**src/rtl/phase_3_post_adder.sv**
```systemverilog
// DSP48A1 back end: optional M / carry-in registers, X/Z operand muxes, 48-bit add/sub
// with carry, and the P register that doubles as accumulator and cascade output.
module phase_3_post_adder #(
  parameter int MREG        = 1,
  parameter int CARRYINREG  = 1,
  parameter int PREG        = 1,
  parameter int CARRYOUTREG = 1,
  parameter     CARRYINSEL  = "OPMODE5"
) (
  input  logic        clk,
  input  logic        rst_n,
  input  logic        cem,
  input  logic        cecarryin,
  input  logic        cep,
  input  logic [7:0]  opmode,
  input  logic [35:0] mult_out,
  input  logic [47:0] conc_out,
  input  logic [47:0] c_in,
  input  logic [47:0] pcin,
  input  logic        carryin,
  output logic [35:0] M,
  output logic [47:0] P,
  output logic [47:0] PCOUT,
  output logic        CARRYOUT,
  output logic        CARRYOUTF
);

  localparam bit USE_CARRYIN_PORT = (CARRYINSEL == "CARRYIN");

  logic [35:0] r_m;
  logic        r_cin;
  logic [47:0] r_p;
  logic        r_co;

  logic        w_cin_sel;
  logic [35:0] w_m;
  logic        w_cin;
  logic [47:0] w_p_fb;
  logic [47:0] w_x;
  logic [47:0] w_z;
  logic [48:0] w_sum;
  logic        w_unused_opmode;

  assign w_unused_opmode = ^{opmode[6], opmode[4]};

  assign w_cin_sel = USE_CARRYIN_PORT ? carryin : opmode[5];
  assign w_m       = (MREG != 0)       ? r_m   : mult_out;
  assign w_cin     = (CARRYINREG != 0) ? r_cin : w_cin_sel;
  // Without a P register the feedback operand is tied off to avoid a combinational loop.
  assign w_p_fb    = (PREG != 0)       ? r_p   : 48'd0;

  always_comb begin
    w_x = 48'd0;
    case (opmode[1:0])
      2'd0:    w_x = 48'd0;
      2'd1:    w_x = {12'd0, w_m};
      2'd2:    w_x = w_p_fb;
      default: w_x = conc_out;
    endcase
  end

  always_comb begin
    w_z = 48'd0;
    case (opmode[3:2])
      2'd0:    w_z = 48'd0;
      2'd1:    w_z = pcin;
      2'd2:    w_z = w_p_fb;
      default: w_z = c_in;
    endcase
  end

  // Bit 48 is the carry on add and the borrow on subtract.
  always_comb begin
    if (opmode[7])
      w_sum = {1'b0, w_z} - ({1'b0, w_x} + {48'd0, w_cin});
    else
      w_sum = {1'b0, w_z} + {1'b0, w_x} + {48'd0, w_cin};
  end

  always_ff @(posedge clk or negedge rst_n) begin
    if (!rst_n)   r_m <= 36'd0;
    else if (cem) r_m <= mult_out;
  end

  always_ff @(posedge clk or negedge rst_n) begin
    if (!rst_n)         r_cin <= 1'b0;
    else if (cecarryin) r_cin <= w_cin_sel;
  end

  always_ff @(posedge clk or negedge rst_n) begin
    if (!rst_n) begin
      r_p  <= 48'd0;
      r_co <= 1'b0;
    end else if (cep) begin
      r_p  <= w_sum[47:0];
      r_co <= w_sum[48];
    end
  end

  assign M         = w_m;
  assign P         = (PREG != 0)        ? r_p  : w_sum[47:0];
  assign CARRYOUT  = (CARRYOUTREG != 0) ? r_co : w_sum[48];
  assign PCOUT     = P;
  assign CARRYOUTF = CARRYOUT;

endmodule

```
**config.mk**
```make
export PLATFORM = sky130hd
export DESIGN_NAME = phase_3_post_adder
export DESIGN_NICKNAME = d
export VERILOG_FILES = /design/src/rtl/phase_3_post_adder.sv
export SDC_FILE = /design/constraint.sdc
export NUM_CORES = 1
export LEC_CHECK = 0
export BUFFER_PORTS_ARGS = -buffer_cell sky130_fd_sc_hd__buf_4
export CORE_MARGIN = 2
export CORE_UTILIZATION = 50
export CTS_CLUSTER_SIZE = 28
export DETAILED_ROUTE_END_ITERATION = 16
export GPL_TIMING_DRIVEN = 0
export PLACE_DENSITY = 0.8
export REMOVE_ABC_BUFFERS = 1
export SYNTH_ARGS = -nofsm -noshare
export SYNTH_HDL_FRONTEND = slang
export SYNTH_SLANG_ARGS = --single-unit
```
**constraint.sdc**
```tcl
create_clock -name clk -period 3.8 [get_ports clk]
set_input_delay 0.57 -clock clk [delete_from_list [all_inputs] [get_ports clk]]
set_output_delay 0.57 -clock clk [all_outputs]
set_load 0.02 [all_outputs]
```
==> summary.txt, run 1 <==
Min path
  • Worst Hold Path EP: M[6]
  • Worst hold path type: in -> reg
  • Hold_sp: mult_out[6]
  • WHS Path Cells: 2

Synth
  • Post-synthesis adder-cell area fraction: 0.151
  • Cell accounting for the most synthesized area: dfrtp_1
  • Synth Instances: 1460
  • Post-synth EDFFs: 0
  • Flops & latches, synth: 86
  • Synth Flop Type: dfrtp_1
  • Synth warnings: 0
  • Avg Inst Size Synth: 8.24 µm²
  • Compound-Gate Fraction of Synth Area: 0.263
  • Largest family of logic cells by synthesized area: compound AO/OA/AOI/OAI gates
  • Synth cell count leaders: ha_1, mux2_2, a21oi_1, inv_1, nor2_1
  • Post-synth cell types: 76
  • Top-count cell post-synth: ha_1
  • Simple-gate area share of the yosys netlist: 0.122
  • Xor and xnor area share after synthesis: 0.0633
  • Yosys top cell area share: 0.179
  • Post-synth ARST share: 1.00
  • Mapped cell area: 12000 µm²
  • Area contributors post-synth: dfrtp_1, ha_1, mux2_2
  • Seq/Total Area, Yosys: 0.179
  • Post-synthesis mux area share: 0.130

Finish
  • Share of cells above drive strength 1: 0.422
  • Layout Cells excl Fill: 2091
  • Filler cell count in the final layout: 1773
  • Nets: 2103
  • Layout area overhead: 41.7%
  • Post-layout instance area: 17100 µm²
  • Ant diodes: 0
  • Core Util, Final: 0.724

Clock tree
  • TritonCTS Buffers: 9
  • Num Clock Sinks: 86
  • Clk_lat worst skew: 0.37 ns
  • H-tree levels: 3
  • CTS tree: done
  • Max clock buf depth: 2
  • Hold buffer count at CTS: 0
  • Clk slew on worst S/H paths: 0.09 ns
  • Clock root buffer: clkbuf_16

Routing
  • Mean number of vias per cell: 6.28
  • Total routed wirelength: 46400 µm
  • DRC: 0
  • Initial drt markers: 1192
  • DRT antenna net count: 0
  • Routed wire length per instance: 22.2 µm
  • Detailed-router iteration count before antenna repair: 5
  • Via count: 13100

Critical path
  • Critical path class: in -> reg
  • CP endpoint kind: flip-flop
  • Reg2reg setup slack: -0.29 ns
  • CP max FO: 5
  • Critical Path RT: 4.04 ns
  • R2R Path Start: P[0]
  • Capturing point of the worst reg2reg path: CARRYOUT
  • CP Launch Type: input pin
  • Reg2reg path depth: 16
  • Critical path arrival: 4.34 ns

Timing
  • Hold Fails Final Rpt: 0
  • Hold WS: 0.432 ns
  • Final min period: 4.10 ns
  • Slew Viols, Final: 0
  • Worst clock skew: 0.0176 ns
  • RSZ-0062 raised after global routing: yes
  • Final worst path period share: 1.08
  • Fmax: 244 MHz
  • Final setup fails: 21
  • Slew headroom: 0.0365
  • Setup tns final: -3.25 ns
  • Worst setup margin: -0.303 ns
  • Slew at the pin closest to its max-slew limit: 1.44 ns

Place
  • Hpwl dp: 28900 µm
  • Count of input and output buffers: 324
  • Area post-placement: 14300 µm²
  • Final RePlAce weighted congestion: 0.942
  • Dpl cells: 1975

Die
  • Ports: 328
  • Starting density of the core: 0.511
  • Height of the die: 159 µm
  • Die Width: 159 µm
  • Core Region: 23500 µm²
  • Cell Rows: 56
  • Die ar.: 25300 µm²

GRT
  • Largest net degree at the start of global routing: 87
  • Overflow after GRT: 0
  • First-pass GRT wire length: 71000 µm
  • Vias in the first global route: 13000
  • Global-route usage over all layers: 0.347
  • Initial antenna violation count: 0

Flow run
  • Max-cap viol count: 0

Outcome
  • Outcome: finished with violations
  • Failing checks: negative setup slack

Power
  • Worst ir drop on vdd: 0.351 mV
  • Power per cell area: 692 nW/µm²
  • P_leak: 7.82 nW
==> routing by layer <==
layer  vias up  wire length (µm)  global-route usage
met1      6341             19400               0.458
met5         -                 0                   0
met3       138              4100              0.0570
met4         0              1920               0.143
met2       771             21000               0.566
li1       5887                 -                   -
==> per-stage QoR <==
stage	total power (W)	setup slack, ns
5_1_grt	0.0125	-0.365
4_1_cts	0.0109	-0.293
3_5_place_dp	0.00863	-2.23
6_report	0.0118	-0.303
3_3_place_gp	0.00852	-4.37
2_1_floorplan	0.00637	-1.60
==> power by group <==
group          leakage [nW]  switching (W)  internal [W]
clock                 0.156       0.000472      0.000543
sequential             1.00       0.000414       0.00121
combinational          6.66        0.00495       0.00421
total                  7.82        0.00584       0.00596
==> how the worst max path moves through the flow <==
| stage | from | end | slack [ns] | cells past startpoint |
|---|---|---|---|---|
| after floorplan | opmode[3] | CARRYOUT | -1.60 | 16 |
| after global placement | opmode[2] | P[32] | -4.37 | 17 |
| after detailed placement | opmode[2] | P[32] | -2.23 | 18 |
| after CTS | opmode[2] | CARRYOUT | -0.29 | 19 |
| after global routing | P[0] | CARRYOUT | -0.37 | 16 |
| final | opmode[2] | CARRYOUT | -0.30 | 19 |
==> sequential cells by signal, indices dropped and copies added, names as in the netlist <==
signal,flops
CARRYOUT,1
M,36
P,48
r_cin,1
==> cells by family (layout without fill, tap and decap cells) <==
logic type                 count (synthesis)  count (layout)
adders and majority gates                144             144
AOI/OAI and AO/OA                        449             449
buffers and inverters                    244             555
muxes                                    141             141
DFF                                       86              86
xor gates and xnor gates                  87              87
and+or+nand+nor                          309             310
==> worst max-delay path, stage by stage <==
cell and delay [ns]:
buf_16 0.12, nor2b_4 0.13, buf_6 0.14, buf_16 0.13
a22o_4 0.27, xor2_2 0.15, ha_2 0.19, a21o_4 0.19
fa_2 0.37, a21oi_2 0.17, o211ai_1 0.17, and3_4 0.22
o2111ai_4 0.26, a21o_1 0.25, nand2_2 0.10, a21bo_4 0.23
a311o_1 0.32, a211o_1 0.25, o221a_2 0.12
==> placed cells by master (no fill, tap or decap), types with 52 or more instances in the layout <==
cell type / n
a21oi_1: 100
ha_1: 83
nand2_1: 75
buf_4: 395
a22o_1: 71
a21o_1: 52
mux2_2: 119
nor2_1: 92
inv_1: 110
dfrtp_1: 86
==> layout make-up <==
type                       count  area (µm²)  area share
timing repair buffer         425        3570       0.210
sequential                    86        2150       0.126
multi-input combinational   1131       10200       0.597
clock buffer                  10         239      0.0140
inverter                     114         430      0.0252
clock inverter                 6        76.3     0.00448
tap                          319         399      0.0234
==> timing repair <==
item / 4_1_cts / 5_1_grt
pin swaps: 78 / 81
endpoints found under the setup margin: 45 / 37
resized for setup: 196 / 92
gates cloned: 9 / 0
setup buffers: 78 / 25
No activity file was read; power rests on OpenSTA's default activity.
==> inputs of run 2 (changes only) <==
--- a/config.mk
+++ b/config.mk
@@ -6,6 +6,7 @@
 export NUM_CORES = 1
 export LEC_CHECK = 0
 export BUFFER_PORTS_ARGS = -buffer_cell sky130_fd_sc_hd__buf_4
+export CORE_ASPECT_RATIO = 1.4
 export CORE_MARGIN = 2
 export CORE_UTILIZATION = 50
 export CTS_CLUSTER_SIZE = 28
==> constraint.sdc (replaced) <==
create_clock -name clk -period 3.8 [get_ports clk]
set_input_delay 0.38 -clock clk [delete_from_list [all_inputs] [get_ports clk]]
set_output_delay 0.38 -clock clk [all_outputs]
set_load 0.02 [all_outputs]
==> summary.txt, run 2 (synthesized netlist as in run 1, its figures left out) <==
Min path
  • Worst hold path type: in -> reg (unchanged)
  • WHS Path Cells: 2 (unchanged)
  • Worst Hold Path EP: M[3] (was M[6])
  • Hold_sp: mult_out[3] (was mult_out[6])

Timing
  • Worst clock skew: 0.00913 ns (was 0.0176 ns)
  • Worst setup margin: -0.101 ns (was -0.303 ns)
  • Slew headroom: 0.211 (was 0.0365)
  • Slew at the pin closest to its max-slew limit: 1.18 ns (was 1.44 ns)
  • Fmax: 256 MHz (was 244 MHz)
  • Final worst path period share: 1.03 (was 1.08)
  • Final setup fails: 6 (was 21)
  • RSZ-0062 raised after global routing: yes (unchanged)
  • Hold Fails Final Rpt: 0 (unchanged)
  • Slew Viols, Final: 0 (unchanged)
  • Final min period: 3.90 ns (was 4.10 ns)

Routing
  • Mean number of vias per cell: 6.07 (was 6.28)
  • Detailed-router iteration count before antenna repair: 8 (was 5)
  • Total routed wirelength: 41000 µm (was 46400 µm)
  • Via count: 12300 (was 13100)
  • DRC: 0 (unchanged)
  • Routed wire length per instance: 20.2 µm (was 22.2 µm)
  • Initial drt markers: 732 (was 1192)
  • DRT antenna net count: 0 (unchanged)

Place
  • Final RePlAce weighted congestion: 0.943 (was 0.942)
  • Count of input and output buffers: 324 (unchanged)
  • Area post-placement: 14200 µm² (was 14300 µm²)
  • Worst slack, placed: -1.82 ns (was -2.23 ns)
  • Hpwl dp: 28400 µm (was 28900 µm)

Finish
  • Layout area overhead: 34.3% (was 41.7%)
  • Share of cells above drive strength 1: 0.379 (was 0.422)
  • Largest register FFs: 48 (unchanged)
  • Filler cell count in the final layout: 1937 (was 1773)
  • Most common cell after layout, fill and taps aside: buf_4 (unchanged)
  • Most frequent cells in the layout: buf_4, mux2_2, inv_1, a21oi_1, nor2_1 (unchanged)
  • Post-layout instance area: 16200 µm² (was 17100 µm²)
  • Ant diodes: 0 (unchanged)
  • Nets: 2052 (was 2103)

Clock tree
  • Clk slew on worst S/H paths: 0.07 ns (was 0.09 ns)
  • H-tree levels: 3 (unchanged)
  • Clock root buffer: clkbuf_16 (unchanged)
  • Max clock buf depth: 2 (unchanged)
  • CTS tree: done (unchanged)
  • Clk_lat worst skew: 0.37 ns (about the same)
  • TritonCTS Buffers: 9 (unchanged)
  • Num Clock Sinks: 86 (unchanged)

Die
  • Cell Rows: 67 (was 56)
  • Height of the die: 188 µm (was 159 µm)
  • Core Region: 23800 µm² (was 23500 µm²)
  • Starting density of the core: 0.506 (was 0.511)
  • Die Width: 135 µm (was 159 µm)
  • Ports: 328 (unchanged)
  • Die ar.: 25300 µm² (about the same)

Critical path
  • Critical Path RT: 4.05 ns (was 4.04 ns)
  • Critical path arrival: 4.15 ns (was 4.34 ns)
  • CP endpoint kind: flip-flop (unchanged)
  • Reg2reg setup slack: -0.10 ns (was -0.29 ns)
  • CP Launch Type: flip-flop (was input pin)
  • R2R Path Start: P[23] (was P[0])
  • Critical path class: reg -> reg (was in -> reg)
  • Capturing point of the worst reg2reg path: CARRYOUT (unchanged)
  • Reg2reg path depth: 13 (was 16)
  • CP max FO: 7 (was 5)

Power
  • Worst ir drop on vdd: 0.355 mV (was 0.351 mV)
  • Power per cell area: 685 nW/µm² (was 692 nW/µm²)
  • P_leak: 7.37 nW (was 7.82 nW)

Flow run
  • Max-cap viol count: 0 (unchanged)

GRT
  • Global-route usage over all layers: 0.303 (was 0.347)
  • Overflow after GRT: 0 (unchanged)
  • Initial antenna violation count: 0 (unchanged)
  • First-pass GRT wire length: 62200 µm (was 71000 µm)
  • Largest net degree at the start of global routing: 87 (unchanged)
  • Vias in the first global route: 12500 (was 13000)

Outcome
  • Failing checks: negative setup slack (unchanged)
  • Outcome: finished with violations (unchanged)
[run 2: area by class of cell]
type / instances / area, µm² / share of cell area
Sequential cell: 86 / 2160 / 0.134
Clock inverter: 6 / 85.1 / 0.00526
Clock buffer: 10 / 239 / 0.0148
Timing Repair Buffer: 374 / 3000 / 0.185
Tap cell: 310 / 388 / 0.0240
Multi-Input combinational cell: 1131 / 9860 / 0.610
Inverter: 114 / 428 / 0.0265
[run 2: worst max-delay path, cell delays in order, from the launching register on]
cell	delay, ns
dfrtp_1	0.47
mux2_2	0.29
a22o_1	0.20
ha_2	0.34
a21o_1	0.24
a22oi_1	0.26
a31oi_1	0.19
a211o_1	0.43
a221oi_4	0.30
nand2_2	0.10
a21bo_4	0.23
a311o_1	0.31
a211o_1	0.29
o221a_2	0.12
[run 2: what timing repair did]
action | in CTS | in global routing
buffers inserted | 23 | 21
cloned | 2 | 1
hold buffers | 0 | 1
endpoints found under the hold margin | 0 | 5
pin swaps | 37 | 46
endpoints found under the setup margin | 44 | 30
resized for setup | 134 | 85
[run 2: layer usage]
layer  vias to the layer above  GRT usage  share of wire
li1                       5767          -              -
met1                      5895      0.318           0.36
met2                       525      0.569           0.53
met3                       143     0.0497          0.058
met4                         0      0.161          0.052
met5                         -          0              0
[run 2: power by group]
| group | switching [W] | internal (W) | leakage [nW] | total [W] |
|---|---|---|---|---|
| Combinational | 0.00457 | 0.00385 | 6.22 | 0.00843 |
| Sequential | 0.000412 | 0.00121 | 0.997 | 0.00163 |
| Clock | 0.000428 | 0.000593 | 0.154 | 0.00102 |
| Total | 0.00541 | 0.00566 | 7.37 | 0.0111 |
[run 2: stage by stage]
step / setup TNS [ns] / hold slack [ns] / cells / utilization / total power, W
finish: -0.359 / 0.242 / 2031 / 0.679 / 0.0111
global route: -1.53 / 0.236 / 2031 / 0.679 / 0.0118
CTS: -0.201 / 0.236 / 2007 / 0.652 / 0.0104
detailed placement: -58.31 / 0.521 / 1966 / 0.598 / 0.00862
global placement: -164.85 / 0.511 / 1964 / 0.595 / 0.00849
floorplan: -41.30 / 0.0844 / 1330 / - / 0.00637
[run 2: how the worst max path moves through the flow]
stage / start / end / slack, ns / cells past startpoint
after CTS: P[0] / CARRYOUT / -0.14 / 16
after detailed placement: opmode[2] / CARRYOUT / -1.82 / 18
after floorplan: opmode[3] / CARRYOUT / -1.41 / 16
after global placement: opmode[2] / CARRYOUT / -4.03 / 17
after global routing: P[0] / CARRYOUT / -0.24 / 16
final: P[23] / CARRYOUT / -0.10 / 13
==> inputs of run 3 (changes only) <==
--- a/config.mk
+++ b/config.mk
@@ -5,14 +5,14 @@
 export SDC_FILE = /design/constraint.sdc
 export NUM_CORES = 1
 export LEC_CHECK = 0
-export BUFFER_PORTS_ARGS = -buffer_cell sky130_fd_sc_hd__buf_4
 export CORE_ASPECT_RATIO = 1.4
 export CORE_MARGIN = 2
-export CORE_UTILIZATION = 50
+export CORE_UTILIZATION = 60
 export CTS_CLUSTER_SIZE = 28
 export DETAILED_ROUTE_END_ITERATION = 16
+export DONT_BUFFER_PORTS = 1
 export GPL_TIMING_DRIVEN = 0
-export PLACE_DENSITY = 0.8
+export PLACE_DENSITY = 0.79
 export REMOVE_ABC_BUFFERS = 1
 export SYNTH_ARGS = -nofsm -noshare
 export SYNTH_HDL_FRONTEND = slang
==> summary.txt, run 3 (synthesized netlist as in run 1, its figures left out) <==
GRT
  • Global-route usage over all layers: 0.332 (was 0.303)
  • M2 GR Usage: 0.601 (was 0.569)
  • Met3 Use GR: 0.0610 (was 0.0497)
  • Largest net degree at the start of global routing: 87 (unchanged)
  • First-pass GRT wire length: 55900 µm (was 62200 µm)
  • Initial antenna violation count: 0 (unchanged)
  • Overflow after GRT: 0 (unchanged)
  • Global-route met1 utilization: 0.356 (was 0.318)
  • Vias in the first global route: 11500 (was 12500)
  • GR peak layer: met2 (unchanged)

Routing
  • DRC: 0 (unchanged)
  • Via count: 11500 (was 12300)
  • Routed wire length per instance: 22.9 µm (was 20.2 µm)
  • Total routed wirelength: 38500 µm (was 41000 µm)
  • DRT antenna net count: 0 (unchanged)
  • Mean number of vias per cell: 6.85 (was 6.07)
  • Detailed-router iteration count before antenna repair: 11 (was 8)
  • Initial drt markers: 891 (was 732)

Critical path
  • CP Launch Type: flip-flop (unchanged)
  • Critical path's slowest cell: dfrtp_2 (was dfrtp_1)
  • Slowest stage delay, CP: 0.51 ns (was 0.47 ns)
  • Critical Path RT: 4.05 ns (about the same)
  • CP max FO: 5 (was 7)
  • Reg2reg path depth: 16 (was 13)
  • Critical path class: reg -> reg (unchanged)
  • Critical path cell sequence: mux2_4 -> a22o_4 -> xor2_1 -> ha_2 -> a21o_1 -> fa_2 -> a21oi_2 -> o211ai_1 -> and3_4 -> o2111ai_4 -> a21o_4 -> nand2_4 -> a21bo_4 -> a311o_1 -> a211o_1 -> o221a_2 (was mux2_2 -> a22o_1 -> ha_2 -> a21o_1 -> a22oi_1 -> a31oi_1 -> a211o_1 -> a221oi_4 -> nand2_2 -> a21bo_4 -> a311o_1 -> a211o_1 -> o221a_2)
  • CP endpoint kind: flip-flop (unchanged)
  • Critical path arrival: 4.32 ns (was 4.15 ns)

Flow run
  • Max-cap viol count: 0 (unchanged)

Timing
  • Slew headroom: 0.155 (was 0.211)
  • Slew at the pin closest to its max-slew limit: 1.26 ns (was 1.18 ns)
  • Final worst path period share: 1.07 (was 1.03)
  • Worst clock skew: 0.0168 ns (was 0.00913 ns)
  • Final min period: 4.07 ns (was 3.90 ns)
  • Worst setup margin: -0.269 ns (was -0.101 ns)
  • RSZ-0062 raised after global routing: yes (unchanged)
  • Fmax: 246 MHz (was 256 MHz)
  • Hold WS: 0.0898 ns (was 0.242 ns)
  • Final setup fails: 19 (was 6)
  • Slew Viols, Final: 0 (unchanged)
  • Hold Fails Final Rpt: 0 (unchanged)

Clock tree
  • Clk slew on worst S/H paths: 0.07 ns (about the same)
  • Clk_lat worst skew: 0.37 ns (about the same)
  • Clock root buffer: clkbuf_16 (unchanged)
  • TritonCTS Buffers: 9 (unchanged)
  • Max clock buf depth: 2 (unchanged)
  • CTS tree: done (unchanged)
  • H-tree levels: 3 (unchanged)
  • Num Clock Sinks: 86 (unchanged)

Finish
  • Ant diodes: 0 (unchanged)
  • Largest register FFs: 48 (unchanged)
  • Post-layout instance area: 14100 µm² (was 16200 µm²)
  • Layout area overhead: 17.3% (was 34.3%)
  • Most common cell after layout, fill and taps aside: mux2_2 (was buf_4)
  • Area of the multi-input gates: 10200 µm² (was 9860 µm²)
  • Nets: 1760 (was 2052)
  • Filler cell count in the final layout: 1362 (was 1937)
  • Share of cells above drive strength 1: 0.297 (was 0.379)
  • Most frequent cells in the layout: mux2_2, inv_1, a21oi_1, nor2_1, ha_1 (was buf_4, mux2_2, inv_1, a21oi_1, nor2_1)
  • Register area: 2190 µm² (was 2160 µm²)
  • Core Util, Final: 0.714 (was 0.679)

Power
  • Power per cell area: 752 nW/µm² (was 685 nW/µm²)
  • Worst ir drop on vdd: 0.481 mV (was 0.355 mV)
  • P_leak: 5.97 nW (was 7.37 nW)

Die
  • Starting density of the core: 0.609 (was 0.506)
  • Cell Rows: 61 (was 67)
  • Core Region: 19800 µm² (was 23800 µm²)
  • Die ar.: 21200 µm² (was 25300 µm²)
  • Die Width: 124 µm (was 135 µm)
  • Height of the die: 172 µm (was 188 µm)
  • Ports: 328 (unchanged)

Min path
  • Worst hold path type: in -> reg (unchanged)
  • WHS Path Cells: 1 (was 2)

Place
  • Worst slack, placed: -1.06 ns (was -1.82 ns)
  • Hpwl dp: 24300 µm (was 28400 µm)
  • Final RePlAce weighted congestion: 0.959 (was 0.943)
  • Count of input and output buffers: 0 (was 324)
  • Area post-placement: 11700 µm² (was 14200 µm²)

Outcome
  • Failing checks: negative setup slack (unchanged)
  • Outcome: finished with violations (unchanged)
[run 3: per-stage QoR]
step	std cells	setup TNS (ns)	power (W)
floorplan	1330	-41.30	0.00637
global route	1681	-5.66	0.0112
global placement	1582	-125.18	0.00736
detailed placement	1584	-20.21	0.00747
finish	1681	-2.35	0.0106
CTS	1649	-1.29	0.00948
[run 3: timing repair]
action                                  in CTS  in global routing
resized for setup                          174                114
hold buffers                                 2                  0
setup buffers                               48                 35
endpoints found under the hold margin       86                  0
pin swaps                                   59                 87
gates cloned                                 1                  0
endpoints found under the setup margin      37                 33
[run 3: layer usage]
| metal | part of all wire | vias up |
|---|---|---|
| li1 | - | 5184 |
| met1 | 0.36 | 5496 |
| met2 | 0.51 | 670 |
| met3 | 0.076 | 171 |
| met4 | 0.053 | 0 |
| met5 | 0 | - |
[run 3: layout make-up]
cell class | instances | area share
timing repair buffer | 82 | 0.0489
clock buffer | 11 | 0.0172
multi-input combinational | 1131 | 0.723
inverter | 114 | 0.0305
tap | 252 | 0.0223
sequential | 86 | 0.155
clock inverter | 5 | 0.00292
[run 3: worst max-delay path, delay by kind of cell, from the launching register on]
kind | cells | cell delay [ns]
compound gates | 10 | 2.14
fa+ha+maj | 2 | 0.56
flops | 1 | 0.51
mux | 1 | 0.31
simple gates | 2 | 0.28
xor+xnor | 1 | 0.15
[run 3: worst paths after layout]
path	to	startpoint	slack, ns
worst max-delay path	CARRYOUT	P[0]	-0.27
worst min-delay path	P[3]	cep	0.09
worst max register to register	CARRYOUT	P[0]	-0.27
worst min register to register	M[10]	M[10]	0.65
max in group asynchronous	P[31]	rst_n	2.76
min in group asynchronous	P[20]	rst_n	0.57
[run 3: power by group]
part           total (W)  switching [W]  internal [W]  leakage (nW)
combinational    0.00732        0.00387       0.00345          4.87
sequential       0.00237        0.00114       0.00123         0.970
clock           0.000924       0.000455      0.000469         0.133
total             0.0106        0.00546       0.00515          5.97
